===== src/rtl/dmem_arb_pkg.sv =====
// Shared types and constants for the data-memory arbiter between the CPU
// memory stage and the host port.
package dmem_arb_pkg;

  localparam int STARVE_W = 4;

  typedef enum logic {
    CPU_PRIO   = 1'b0,
    HOST_FORCE = 1'b1
  } arb_state_t;

  typedef enum logic [1:0] {
    OWN_NONE = 2'd0,
    OWN_CPU  = 2'd1,
    OWN_HOST = 2'd2
  } owner_t;

endpackage


===== src/rtl/dmem_arbiter_starve_counter.sv =====
// Host starvation counter: counts denied host cycles, saturates at all-ones,
// and flags when the value about to be stored reaches STARVE_MAX.
module starve_counter
  import dmem_arb_pkg::*;
#(
  parameter int STARVE_MAX = 4
) (
  input  logic clk,
  input  logic rst,
  input  logic i_clr,
  input  logic i_inc,
  output logic o_hit
);

  localparam logic [STARVE_W-1:0] MAX_V = STARVE_W'(STARVE_MAX);

  logic [STARVE_W-1:0] r_cnt;
  logic [STARVE_W-1:0] w_cnt_nxt;

  always_comb begin
    w_cnt_nxt = r_cnt;
    if (i_clr) begin
      w_cnt_nxt = '0;
    end else if (i_inc && (r_cnt != '1)) begin
      w_cnt_nxt = r_cnt + 1'b1;
    end
  end

  assign o_hit = (w_cnt_nxt == MAX_V);

  always_ff @(posedge clk) begin
    if (rst) begin
      r_cnt <= '0;
    end else begin
      r_cnt <= w_cnt_nxt;
    end
  end

endmodule


===== src/rtl/dmem_arbiter.sv =====
// Shares the single-port data SRAM between the CPU memory stage (default
// priority) and the host port, with a forced host slot after bounded starvation.
//
// state      | meaning
// CPU_PRIO   | CPU wins any request; host granted only when CPU is idle
// HOST_FORCE | one-cycle host slot, CPU stalled regardless of its request
module dmem_arbiter
  import dmem_arb_pkg::*;
#(
  parameter int ADDR_W     = 10,
  parameter int DATA_W     = 32,
  parameter int STARVE_MAX = 4
) (
  input  logic              clk,
  input  logic              rst,
  input  logic              cpu_req,
  input  logic              cpu_wen,
  input  logic [ADDR_W-1:0] cpu_addr,
  input  logic [DATA_W-1:0] cpu_wdata,
  output logic              cpu_gnt,
  output logic              cpu_rvalid,
  output logic [DATA_W-1:0] cpu_rdata,
  output logic              cpu_stall,
  input  logic              host_req,
  input  logic              host_wen,
  input  logic [ADDR_W-1:0] host_addr,
  input  logic [DATA_W-1:0] host_wdata,
  output logic              host_gnt,
  output logic              host_rvalid,
  output logic [DATA_W-1:0] host_rdata,
  output logic              mem_ren,
  output logic              mem_wen,
  output logic [ADDR_W-1:0] mem_addr,
  output logic [DATA_W-1:0] mem_wdata,
  input  logic [DATA_W-1:0] mem_rdata
);

  arb_state_t r_state;
  arb_state_t w_state_nxt;
  owner_t     r_rd_owner;
  owner_t     w_rd_owner_nxt;

  logic w_cpu_gnt;
  logic w_host_gnt;
  logic w_hit;
  logic w_cnt_clr;
  logic w_cnt_inc;

  // Leaving HOST_FORCE always clears, covering a host that withdrew its request.
  assign w_cnt_clr = w_host_gnt | (r_state == HOST_FORCE);
  assign w_cnt_inc = host_req & ~w_host_gnt;

  starve_counter #(
    .STARVE_MAX (STARVE_MAX)
  ) u_starve (
    .clk   (clk),
    .rst   (rst),
    .i_clr (w_cnt_clr),
    .i_inc (w_cnt_inc),
    .o_hit (w_hit)
  );

  always_comb begin
    w_cpu_gnt   = 1'b0;
    w_host_gnt  = 1'b0;
    w_state_nxt = r_state;
    if (!rst) begin
      case (r_state)
        CPU_PRIO: begin
          if (cpu_req) begin
            w_cpu_gnt = 1'b1;
          end else if (host_req) begin
            w_host_gnt = 1'b1;
          end
          if (w_hit) begin
            w_state_nxt = HOST_FORCE;
          end
        end
        HOST_FORCE: begin
          w_host_gnt  = host_req;
          w_state_nxt = CPU_PRIO;
        end
        default: w_state_nxt = CPU_PRIO;
      endcase
    end
  end

  always_comb begin
    mem_wen        = 1'b0;
    mem_ren        = 1'b0;
    mem_addr       = '0;
    mem_wdata      = '0;
    w_rd_owner_nxt = OWN_NONE;
    if (w_cpu_gnt) begin
      mem_wen   = cpu_wen;
      mem_ren   = ~cpu_wen;
      mem_addr  = cpu_addr;
      mem_wdata = cpu_wdata;
      if (!cpu_wen) begin
        w_rd_owner_nxt = OWN_CPU;
      end
    end else if (w_host_gnt) begin
      mem_wen   = host_wen;
      mem_ren   = ~host_wen;
      mem_addr  = host_addr;
      mem_wdata = host_wdata;
      if (!host_wen) begin
        w_rd_owner_nxt = OWN_HOST;
      end
    end
  end

  always_ff @(posedge clk) begin
    if (rst) begin
      r_state    <= CPU_PRIO;
      r_rd_owner <= OWN_NONE;
    end else begin
      r_state    <= w_state_nxt;
      r_rd_owner <= w_rd_owner_nxt;
    end
  end

  assign cpu_gnt     = w_cpu_gnt;
  assign host_gnt    = w_host_gnt;
  assign cpu_stall   = cpu_req & ~w_cpu_gnt;
  assign cpu_rvalid  = (r_rd_owner == OWN_CPU);
  assign host_rvalid = (r_rd_owner == OWN_HOST);
  assign cpu_rdata   = cpu_rvalid  ? mem_rdata : '0;
  assign host_rdata  = host_rvalid ? mem_rdata : '0;

endmodule


===== config.mk =====
export PLATFORM = sky130hd
export DESIGN_NAME = dmem_arbiter
export DESIGN_NICKNAME = d
export VERILOG_FILES = /design/src/rtl/dmem_arb_pkg.sv /design/src/rtl/dmem_arbiter_starve_counter.sv /design/src/rtl/dmem_arbiter.sv
export SDC_FILE = /design/constraint.sdc
export NUM_CORES = 1
export LEC_CHECK = 0
export CAP_MARGIN = 10
export CORE_AREA = 2 2 91 93
export CTS_CLUSTER_SIZE = 8
export DETAILED_ROUTE_END_ITERATION = 6
export DIE_AREA = 0 0 93 95
export GPL_TIMING_DRIVEN = 0
export PLACE_DENSITY = 0.71
export SLEW_MARGIN = 5
export SYNTH_ARGS = -nofsm -noshare
export SYNTH_HDL_FRONTEND = slang
export SYNTH_HIERARCHICAL = 1
export SYNTH_SLANG_ARGS = --single-unit
export TNS_END_PERCENT = 50

===== constraint.sdc =====
create_clock -name clk -period 2 [get_ports clk]
set_input_delay 0.4 -clock clk [delete_from_list [all_inputs] [get_ports clk]]
set_output_delay 0.4 -clock clk [all_outputs]
set_load 0.05 [all_outputs]

==> results of run 1 <==
worst min-delay path, stage by stage (launching register included):
cell                      delay (ps)
sky130_fd_sc_hd__dfxtp_1         350
sky130_fd_sc_hd__o21ai_0         100
sky130_fd_sc_hd__a21oi_1          60
placed cells by master, fill, tap and decap left out, types with 2 or more instances in the layout:
cell type | synthesis | final
sky130_fd_sc_hd__dlygate4sd2_1 | 0 | 4
sky130_fd_sc_hd__buf_4 | 11 | 29
sky130_fd_sc_hd__nand2_1 | 43 | 43
sky130_fd_sc_hd__buf_1 | 4 | 2
sky130_fd_sc_hd__nor2_1 | 2 | 2
sky130_fd_sc_hd__inv_1 | 3 | 3
sky130_fd_sc_hd__clkbuf_2 | 0 | 11
sky130_fd_sc_hd__clkbuf_8 | 0 | 4
sky130_fd_sc_hd__clkdlybuf4s15_2 | 0 | 14
sky130_fd_sc_hd__nor3_1 | 3 | 3
sky130_fd_sc_hd__clkdlybuf4s50_1 | 0 | 118
sky130_fd_sc_hd__nand3_1 | 43 | 43
sky130_fd_sc_hd__buf_6 | 0 | 24
sky130_fd_sc_hd__dfxtp_1 | 7 | 6
sky130_fd_sc_hd__buf_2 | 4 | 43
sky130_fd_sc_hd__and2_1 | 66 | 66
sky130_fd_sc_hd__clkdlybuf4s18_2 | 0 | 12
sky130_fd_sc_hd__nor2b_1 | 4 | 2
sky130_fd_sc_hd__a21oi_2 | 0 | 29
sky130_fd_sc_hd__nand3b_1 | 2 | 2
sky130_fd_sc_hd__clkbuf_4 | 0 | 3
sky130_fd_sc_hd__a21oi_1 | 47 | 18
sky130_fd_sc_hd__nand4b_1 | 2 | 2
sky130_fd_sc_hd__nand2b_1 | 3 | 3
sky130_fd_sc_hd__nor2b_4 | 0 | 2
logic make-up after synthesis:
kind of cell	Yosys count	share of synthesized area (%)
AO/OA/AOI/OAI	54	18.4
buffers and inverters	30	10.3
AND/OR/NAND/NOR	175	60.9
flip-flops	7	9.04
XOR/XNOR	1	0.565
adder cells (fa/ha/maj)	1	0.807
layout make-up:
type / count / area [um2] / share of cell area (%)
clock buffer: 4 / 45.0 / 1.12
buffer: 27 / 213 / 5.30
tap: 105 / 131 / 3.27
multi-input combinational: 231 / 1380 / 34.3
sequential: 7 / 141 / 3.52
timing repair buffer: 235 / 2090 / 52.2
inverter: 3 / 11.3 / 0.281
antenna: 1 / 2.50 / 0.0624
power by group:
| group | total [mW] | internal [mW] | leakage, nW | switching [mW] |
|---|---|---|---|---|
| Sequential | 0.149 | 0.144 | 0.0574 | 0.00483 |
| Combinational | 0.913 | 0.401 | 1.69 | 0.512 |
| Clock | 0.210 | 0.139 | 0.0228 | 0.0709 |
| Total | 1.27 | 0.683 | 1.77 | 0.588 |
flip-flops by register name (all words and copies together) (netlist names):
name / count
u_starve/r_cnt: 4
r_state: 1
r_rd_owner: 2
per-stage QoR:
step | hold slack, ps | TNS, ps | util, %
2_1_floorplan | 472 | -2580 | -
3_3_place_gp | 534 | -61570 | 51.5
3_5_place_dp | 559 | -62200 | 51.5
4_1_cts | 567 | 0 | 52.3
5_1_grt | 593 | -720 | 50.6
6_report | 559 | 0 | 50.6
repair_timing:
item	4_1_cts	5_1_grt
gates cloned	1	0
resized for setup	483	124
setup buffers	1	0
pin swaps	1	1
endpoints found under the setup margin	116	106
endpoints found under the hold margin	0	0
routing by layer:
| layer | wire length (um) | vias to the layer above |
|---|---|---|
| met3 | 778 | 9 |
| met4 | 139 | 0 |
| met5 | 0 | - |
| met1 | 3490 | 1251 |
| li1 | - | 1385 |
| met2 | 4930 | 149 |
worst min path at each step:
stage / start / endpoint / slack, ps / cells past startpoint
4_1_cts: u_starve/r_cnt[0]$_SDFF_PP0_ / u_starve/r_cnt[0]$_SDFF_PP0_ / 570 / 2
5_1_grt: u_starve/r_cnt[1]$_SDFF_PP0_ / u_starve/r_cnt[1]$_SDFF_PP0_ / 590 / 2
2_1_floorplan: cpu_wen / r_rd_owner[0]$_SDFF_PP0_ / 470 / 1
3_5_place_dp: u_starve/r_cnt[0]$_SDFF_PP0_ / u_starve/r_cnt[0]$_SDFF_PP0_ / 560 / 2
3_3_place_gp: u_starve/r_cnt[0]$_SDFF_PP0_ / u_starve/r_cnt[0]$_SDFF_PP0_ / 530 / 2
6_report: u_starve/r_cnt[0]$_SDFF_PP0_ / u_starve/r_cnt[0]$_SDFF_PP0_ / 560 / 2
==> report_table.html, run 1 <==
<table>
<tr><th>Metric</th><th>Value</th></tr>
<tr><th colspan="2">Run status</th></tr>
<tr><td>Result of the run</td><td>complete, no violations</td></tr>
<tr><th colspan="2">Placed design</th></tr>
<tr><td>PortBufs</td><td>233</td></tr>
<tr><td>Cells after DPL</td><td>606</td></tr>
<tr><td>Weighted congestion at the end of routability-driven global placement</td><td>0.826</td></tr>
<tr><td>Post-detailed-placement cell area</td><td>4090 um2</td></tr>
<tr><td>Post-placement worst setup slack</td><td>-997 ps</td></tr>
<tr><td>HPWL after detailed placement</td><td>7690 um</td></tr>
<tr><th colspan="2">CTS</th></tr>
<tr><td>CTS Buffer Depth</td><td>2</td></tr>
<tr><td># clock sinks</td><td>7</td></tr>
<tr><td>Worst-skew pair later-pin latency</td><td>240 ps</td></tr>
<tr><td>CTS tree</td><td>yes</td></tr>
<tr><td>H-Tree Level Count</td><td>1</td></tr>
<tr><td>Clk slew on worst S/H paths</td><td>40 ps</td></tr>
<tr><td>Library cell used as clock root buffer</td><td>sky130_fd_sc_hd__clkbuf_8</td></tr>
<tr><td>Clock buffers created by TritonCTS</td><td>3</td></tr>
<tr><td>CTS Hold Bufs</td><td>0</td></tr>
<tr><th colspan="2">Floorplanning</th></tr>
<tr><td>Placeable core area</td><td>7930 um2</td></tr>
<tr><td>Rows</td><td>33</td></tr>
<tr><td>Height of the die</td><td>95 um</td></tr>
<tr><td>X dimension of the die</td><td>93 um</td></tr>
<tr><td>DIE AREA</td><td>8840 um2</td></tr>
<tr><td>Top-level port count</td><td>235</td></tr>
<tr><td>Starting density of the core</td><td>19.6%</td></tr>
<tr><th colspan="2">Critical path</th></tr>
<tr><td>Ordered list of cells on the worst path</td><td>nor2b_2 &gt; clkbuf_2 &gt; and2_1 &gt; clkdlybuf4s15_2</td></tr>
<tr><td>Reg2reg setup slack</td><td>310 ps</td></tr>
<tr><td>Reg-to-reg endpoint</td><td>r_state$_SDFF_PP0_</td></tr>
<tr><td>Worst setup path category</td><td>register to primary output</td></tr>
<tr><td>Count of buffer and inverter cells on the critical path</td><td>2</td></tr>
<tr><td>Required time at the endpoint of the critical path</td><td>1600 ps</td></tr>
<tr><td>Cell with the largest stage delay on the worst path</td><td>sky130_fd_sc_hd__dfxtp_1</td></tr>
<tr><td>Critical Path Max Stage Delay</td><td>370 ps</td></tr>
<tr><td>Worst r2r src</td><td>r_state$_SDFF_PP0_</td></tr>
<tr><td>Largest driver fanout on the critical path</td><td>10</td></tr>
<tr><td>Kind of launch point of the worst setup path</td><td>register</td></tr>
<tr><td>Last element of the critical path</td><td>cpu_rdata[12]</td></tr>
<tr><td>Worst Path Arrival</td><td>1600 ps</td></tr>
<tr><td>Family with the most delay on the worst path</td><td>buffers and inverters</td></tr>
<tr><td>Crit path depth</td><td>4</td></tr>
<tr><td>Kind of end point of the critical path</td><td>primary output</td></tr>
<tr><td>Source of the critical timing path</td><td>r_rd_owner[0]$_SDFF_PP0_</td></tr>
<tr><td>Worst Reg2Reg Path Length in Cells</td><td>8</td></tr>
<tr><th colspan="2">Run</th></tr>
<tr><td>Number of max-cap violations</td><td>0</td></tr>
<tr><th colspan="2">Logic synthesis</th></tr>
<tr><td>Yosys cell types</td><td>32</td></tr>
<tr><td>Count of flip-flops with a built-in enable after synthesis</td><td>0</td></tr>
<tr><td>Synthesized instance count</td><td>268</td></tr>
<tr><td>Cell area after synthesis</td><td>1550 um2</td></tr>
<tr><td>Syn Nets</td><td>391</td></tr>
<tr><td>Number of register bits inferred by synthesis</td><td>7</td></tr>
<tr><td>Average cell area after synthesis</td><td>5.78 um2</td></tr>
<tr><td>Ranking of synthesized cells by area</td><td>sky130_fd_sc_hd__and2_1, sky130_fd_sc_hd__a21oi_1, sky130_fd_sc_hd__nand3_1, sky130_fd_sc_hd__nand2_1, sky130_fd_sc_hd__dfxtp_1</td></tr>
<tr><td>Fraction of post-synthesis cell area in the top cell type by area</td><td>26.6%</td></tr>
<tr><td>Sequential-to-total area share from yosys stat</td><td>9.04%</td></tr>
<tr><td>Largest area contributor in the netlist</td><td>sky130_fd_sc_hd__and2_1</td></tr>
<tr><td>Commonest cells in the netlist</td><td>sky130_fd_sc_hd__and2_1, sky130_fd_sc_hd__a21oi_1, sky130_fd_sc_hd__nand2_1, sky130_fd_sc_hd__nand3_1, sky130_fd_sc_hd__buf_4</td></tr>
<tr><td>Share of synthesized registers carrying an async set or reset</td><td>0%</td></tr>
<tr><td>Cell with the most instances after synthesis</td><td>sky130_fd_sc_hd__and2_1</td></tr>
<tr><td>Most frequently used flop master after synthesis</td><td>sky130_fd_sc_hd__dfxtp_1</td></tr>
<tr><td>Count of yosys warnings during synthesis</td><td>6</td></tr>
<tr><th colspan="2">STA</th></tr>
<tr><td>Unrepaired setup endpoints after global routing</td><td>true</td></tr>
<tr><td>Setup slack of the critical path after layout</td><td>2.12 ps</td></tr>
<tr><td>Final Hold Violating Endpoints</td><td>0</td></tr>
<tr><td>Worst Tran Pin Value</td><td>542 ps</td></tr>
<tr><td>Setup skew after layout</td><td>0.499 ps</td></tr>
<tr><td>Minimum clock period</td><td>2000 ps</td></tr>
<tr><td>Fmax</td><td>501 MHz</td></tr>
<tr><td>Period utilisation layout</td><td>99.9%</td></tr>
<tr><td>Final count of pins violating max slew</td><td>0</td></tr>
<tr><td>Tightest slew margin relative to the limit</td><td>64.0%</td></tr>
<tr><td>Final setup viols</td><td>0</td></tr>
<tr><th colspan="2">Detailed routing</th></tr>
<tr><td>Number of antenna-violating nets in the routed design</td><td>0</td></tr>
<tr><td>DR DRC count</td><td>0</td></tr>
<tr><td>Routed wirelength normalized by instance count</td><td>15.2 um</td></tr>
<tr><td>Routed via count divided by cell count</td><td>4.56</td></tr>
<tr><td>Detailed Route Iter0 Violations</td><td>80</td></tr>
<tr><td>Via count of the routed design</td><td>2794</td></tr>
<tr><td>Drt total wl</td><td>9340 um</td></tr>
<tr><td>DR pass1 iterations</td><td>4</td></tr>
<tr><th colspan="2">Global route</th></tr>
<tr><td>First-pass GRT wire length</td><td>13300 um</td></tr>
<tr><td>Leftover overflow at the end of global routing</td><td>0</td></tr>
<tr><td>Number of antenna violations at the first check in global routing</td><td>1</td></tr>
<tr><td>GR Util met1</td><td>21.1%</td></tr>
<tr><td>Largest net degree at the start of global routing</td><td>11</td></tr>
<tr><td>M2 GR Usage</td><td>36.4%</td></tr>
<tr><td>Via count of the first global-routing pass</td><td>2643</td></tr>
<tr><td>Met3 routing resource usage after global routing</td><td>3.75%</td></tr>
<tr><td>Most used routing layer in global routing</td><td>met2</td></tr>
<tr><td>Total global-route track usage</td><td>19.0%</td></tr>
<tr><th colspan="2">Finish</th></tr>
<tr><td>Number of nets in the final layout</td><td>631</td></tr>
<tr><td>Share of layout cells above drive strength 1</td><td>34.3%</td></tr>
<tr><td>Layout filler cell count</td><td>836</td></tr>
<tr><td>Area added between synthesis and finish</td><td>159%</td></tr>
<tr><td>Post-route design area</td><td>4010 um2</td></tr>
<tr><td>Number of cells in the finished layout apart from fillers</td><td>613</td></tr>
<tr><th colspan="2">Power</th></tr>
<tr><td>Static Leakage</td><td>1.77 nW</td></tr>
<tr><td>Total power consumption of the routed design</td><td>1.27 mW</td></tr>
<tr><td>Worst-case vdd ir drop</td><td>0.000158 V</td></tr>
<tr><td>Pwr Density</td><td>317 nW/um2</td></tr>
<tr><th colspan="2">Hold path</th></tr>
<tr><td>Hold WC Path Type</td><td>register to register</td></tr>
</table>
Power figures use the tool's default switching activity.
==> run 2, diff against run 1 <==
--- a/config.mk
+++ b/config.mk
@@ -6,12 +6,12 @@
 export NUM_CORES = 1
 export LEC_CHECK = 0
 export CAP_MARGIN = 10
-export CORE_AREA = 2 2 91 93
+export CORE_AREA = 2 2 92 94
 export CTS_CLUSTER_SIZE = 8
 export DETAILED_ROUTE_END_ITERATION = 6
-export DIE_AREA = 0 0 93 95
+export DIE_AREA = 0 0 94 96
 export GPL_TIMING_DRIVEN = 0
-export PLACE_DENSITY = 0.71
+export PLACE_DENSITY = 0.7
 export SLEW_MARGIN = 5
 export SYNTH_ARGS = -nofsm -noshare
 export SYNTH_HDL_FRONTEND = slang
==> constraint.sdc (replaced) <==
create_clock -name clk -period 2.4 [get_ports clk]
set_input_delay 0.48 -clock clk [delete_from_list [all_inputs] [get_ports clk]]
set_output_delay 0.48 -clock clk [all_outputs]
set_load 0.05 [all_outputs]
==> report_table.html, run 2 (synthesis gave the netlist of run 1 again) <==
<table>
<tr><th>Metric</th><th>Value</th></tr>
<tr><th colspan="2">Finish</th></tr>
<tr><td>Largest registers</td><td>u_starve/r_cnt x4, r_rd_owner x2, r_state x1 (unchanged)</td></tr>
<tr><td>Area added between synthesis and finish</td><td>149% (was 159%)</td></tr>
<tr><td>Number of antenna repair diodes</td><td>0 (was 1)</td></tr>
<tr><td>Number of cells in the finished layout apart from fillers</td><td>610 (was 613)</td></tr>
<tr><td>Post-route design area</td><td>3850 um2 (was 4010 um2)</td></tr>
<tr><td>Most used cells in the layout excluding fill and tap cells</td><td>sky130_fd_sc_hd__clkdlybuf4s50_1, sky130_fd_sc_hd__and2_1, sky130_fd_sc_hd__a21oi_1 (was sky130_fd_sc_hd__clkdlybuf4s50_1, sky130_fd_sc_hd__and2_1, sky130_fd_sc_hd__nand2_1, sky130_fd_sc_hd__buf_2, sky130_fd_sc_hd__nand3_1)</td></tr>
<tr><td>Most frequent standard cell in the layout excluding fill and tap cells</td><td>sky130_fd_sc_hd__clkdlybuf4s50_1 (unchanged)</td></tr>
<tr><td>Post-layout util</td><td>47.9% (was 50.6%)</td></tr>
<tr><td>Number of nets in the final layout</td><td>629 (was 631)</td></tr>
<tr><td>Largest register FFs</td><td>4 (unchanged)</td></tr>
<tr><td>Share of layout cells above drive strength 1</td><td>21.0% (was 34.3%)</td></tr>
<tr><td>Most flop-heavy register</td><td>u_starve/r_cnt (unchanged)</td></tr>
<tr><th colspan="2">CTS</th></tr>
<tr><td>CTS Hold Bufs</td><td>0 (unchanged)</td></tr>
<tr><td>Setup bufs post-CTS</td><td>0 (was 1)</td></tr>
<tr><td>Clk slew on worst S/H paths</td><td>40 ps (about the same)</td></tr>
<tr><td># clock sinks</td><td>7 (unchanged)</td></tr>
<tr><td>H-Tree Level Count</td><td>1 (unchanged)</td></tr>
<tr><td>Library cell used as clock root buffer</td><td>sky130_fd_sc_hd__clkbuf_8 (unchanged)</td></tr>
<tr><td>Worst-skew pair later-pin latency</td><td>220 ps (was 240 ps)</td></tr>
<tr><td>Clock buffers created by TritonCTS</td><td>3 (unchanged)</td></tr>
<tr><td>CTS Buffer Depth</td><td>2 (unchanged)</td></tr>
<tr><td>CTS tree</td><td>yes (unchanged)</td></tr>
<tr><th colspan="2">Power</th></tr>
<tr><td>Static Leakage</td><td>1.75 nW (was 1.77 nW)</td></tr>
<tr><td>Logic pwr share</td><td>71.0% (was 71.8%)</td></tr>
<tr><td>Switch Pwr</td><td>456 uW (was 588 uW)</td></tr>
<tr><td>Worst-case vdd ir drop</td><td>0.000134 V (was 0.000158 V)</td></tr>
<tr><td>Total power consumption of the routed design</td><td>986 uW (was 1.27 mW)</td></tr>
<tr><td>Fraction of power consumed by sequential logic</td><td>12.6% (was 11.7%)</td></tr>
<tr><td>Pwr Density</td><td>256 nW/um2 (was 317 nW/um2)</td></tr>
<tr><td>Switching share of power</td><td>46.2% (about the same)</td></tr>
<tr><td>Proportion of power drawn by the clock network</td><td>16.4% (was 16.5%)</td></tr>
<tr><td>Internal Power</td><td>531 uW (was 683 uW)</td></tr>
<tr><th colspan="2">Run status</th></tr>
<tr><td>Result of the run</td><td>complete, no violations (unchanged)</td></tr>
<tr><th colspan="2">Global route</th></tr>
<tr><td>Total global-route track usage</td><td>16.8% (was 19.0%)</td></tr>
<tr><td>Number of antenna violations at the first check in global routing</td><td>0 (was 1)</td></tr>
<tr><td>Met3 routing resource usage after global routing</td><td>3.21% (was 3.75%)</td></tr>
<tr><td>GR Util met1</td><td>16.4% (was 21.1%)</td></tr>
<tr><td>Via count of the first global-routing pass</td><td>2635 (was 2643)</td></tr>
<tr><td>First-pass GRT wire length</td><td>12200 um (was 13300 um)</td></tr>
<tr><td>Most used routing layer in global routing</td><td>met2 (unchanged)</td></tr>
<tr><td>Leftover overflow at the end of global routing</td><td>0 (unchanged)</td></tr>
<tr><td>M2 GR Usage</td><td>35.1% (was 36.4%)</td></tr>
<tr><td>Largest net degree at the start of global routing</td><td>11 (unchanged)</td></tr>
<tr><th colspan="2">Detailed routing</th></tr>
<tr><td>Via count of the routed design</td><td>2758 (was 2794)</td></tr>
<tr><td>Routed via count divided by cell count</td><td>4.52 (was 4.56)</td></tr>
<tr><td>Detailed Route Iter0 Violations</td><td>50 (was 80)</td></tr>
<tr><td>DR pass1 iterations</td><td>4 (unchanged)</td></tr>
<tr><td>Drt total wl</td><td>8530 um (was 9340 um)</td></tr>
<tr><td>DR DRC count</td><td>0 (unchanged)</td></tr>
<tr><td>Number of antenna-violating nets in the routed design</td><td>0 (unchanged)</td></tr>
<tr><td>Routed wirelength normalized by instance count</td><td>14.0 um (was 15.2 um)</td></tr>
<tr><th colspan="2">Critical path</th></tr>
<tr><td>Worst setup path category</td><td>input pin to primary output (was register to primary output)</td></tr>
<tr><td>Kind of end point of the critical path</td><td>primary output (unchanged)</td></tr>
<tr><td>Required time at the endpoint of the critical path</td><td>1920 ps (was 1600 ps)</td></tr>
<tr><td>Worst Path Arrival</td><td>1840 ps (was 1600 ps)</td></tr>
<tr><td>Kind of launch point of the worst setup path</td><td>input pin (was register)</td></tr>
<tr><td>Largest driver fanout on the critical path</td><td>10 (unchanged)</td></tr>
<tr><th colspan="2">STA</th></tr>
<tr><td>Final-layout worst hold slack</td><td>570 ps (was 559 ps)</td></tr>
<tr><td>Final count of pins violating max slew</td><td>0 (unchanged)</td></tr>
<tr><td>Sum Neg Setup Slack</td><td>0 ps (unchanged)</td></tr>
<tr><td>Setup skew after layout</td><td>0.825 ps (was 0.499 ps)</td></tr>
<tr><td>Final setup viols</td><td>0 (unchanged)</td></tr>
<tr><td>Final Hold Violating Endpoints</td><td>0 (unchanged)</td></tr>
<tr><td>Period utilisation layout</td><td>96.7%</td></tr>
<tr><td>Tightest slew margin relative to the limit</td><td>65.7% (was 64.0%)</td></tr>
<tr><td>Unrepaired setup endpoints after global routing</td><td>true (unchanged)</td></tr>
<tr><td>Setup slack of the critical path after layout</td><td>79.7 ps (was 2.12 ps)</td></tr>
<tr><td>Fmax</td><td>431 MHz</td></tr>
<tr><td>Minimum clock period</td><td>2320 ps</td></tr>
<tr><td>Worst Tran Pin Value</td><td>517 ps (was 542 ps)</td></tr>
<tr><th colspan="2">Floorplanning</th></tr>
<tr><td>Starting density of the core</td><td>19.3% (was 19.6%)</td></tr>
<tr><td>Placeable core area</td><td>8050 um2 (was 7930 um2)</td></tr>
<tr><td>Height of the die</td><td>96 um (was 95 um)</td></tr>
<tr><td>DIE AREA</td><td>9020 um2 (was 8840 um2)</td></tr>
<tr><td>Top-level port count</td><td>235 (unchanged)</td></tr>
<tr><td>X dimension of the die</td><td>94 um (was 93 um)</td></tr>
<tr><td>Rows</td><td>33 (unchanged)</td></tr>
<tr><th colspan="2">Placed design</th></tr>
<tr><td>PortBufs</td><td>233 (unchanged)</td></tr>
<tr><td>Cells after DPL</td><td>606 (unchanged)</td></tr>
<tr><td>Weighted congestion at the end of routability-driven global placement</td><td>0.834 (was 0.826)</td></tr>
<tr><td>Post-detailed-placement cell area</td><td>4010 um2 (was 4090 um2)</td></tr>
<tr><td>Post-placement worst setup slack</td><td>-796 ps (was -997 ps)</td></tr>
<tr><td>HPWL after detailed placement</td><td>7340 um (was 7690 um)</td></tr>
<tr><th colspan="2">Hold path</th></tr>
<tr><td>Hold WC Path Type</td><td>register to register (unchanged)</td></tr>
<tr><th colspan="2">Run</th></tr>
<tr><td>Number of max-cap violations</td><td>0 (unchanged)</td></tr>
</table>
## run 2: final cells by class
class                           instances  area, um2
Buffer                                 27        169
Clock buffer                            4       45.0
Fill cell                             838       4200
Inverter                                3       11.3
Multi-Input combinational cell        231       1260
Sequential cell                         7        140
Tap cell                              105        131
Timing Repair Buffer                  233       2090
## run 2: power groups by stage
stage               logic, mW  clock network [mW]  registers, mW
CTS                     0.721               0.168          0.124
global route            0.742               0.171          0.125
detailed placement      0.750                   0          0.126
floorplan               0.381                   0          0.125
global placement        0.746                   0          0.125
finish                  0.701               0.162          0.124
## run 2: critical path, stage by stage
cell and delay, ps:
sky130_fd_sc_hd__clkdlybuf4s50_1 440, sky130_fd_sc_hd__clkbuf_4 210, sky130_fd_sc_hd__clkbuf_4 200, sky130_fd_sc_hd__a21oi_1 120
sky130_fd_sc_hd__clkdlybuf4s18_2 380
## run 2: worst paths after layout
check                                                  start                            to  slack, ps  cells after the start
worst max-delay path                                     rst                 mem_wdata[11]         80                      5
worst min register to register  u_starve/r_cnt[0]$_SDFF_PP0_  u_starve/r_cnt[0]$_SDFF_PP0_        570                      2
worst max register to register            r_state$_SDFF_PP0_            r_state$_SDFF_PP0_        520                      8
worst min-delay path            u_starve/r_cnt[0]$_SDFF_PP0_  u_starve/r_cnt[0]$_SDFF_PP0_        570                      2
## run 2: per-layer routing
layer / vias up / wire length [um]
met5: - / 0
met3: 8 / 786
met1: 1215 / 2990
met2: 162 / 4600
li1: 1373 / -
met4: 0 / 148
## run 2: what timing repair did
item	CTS	global route
pin swaps	0	0
gates cloned	0	0
resized for setup	317	60
endpoints found under the setup margin	113	75
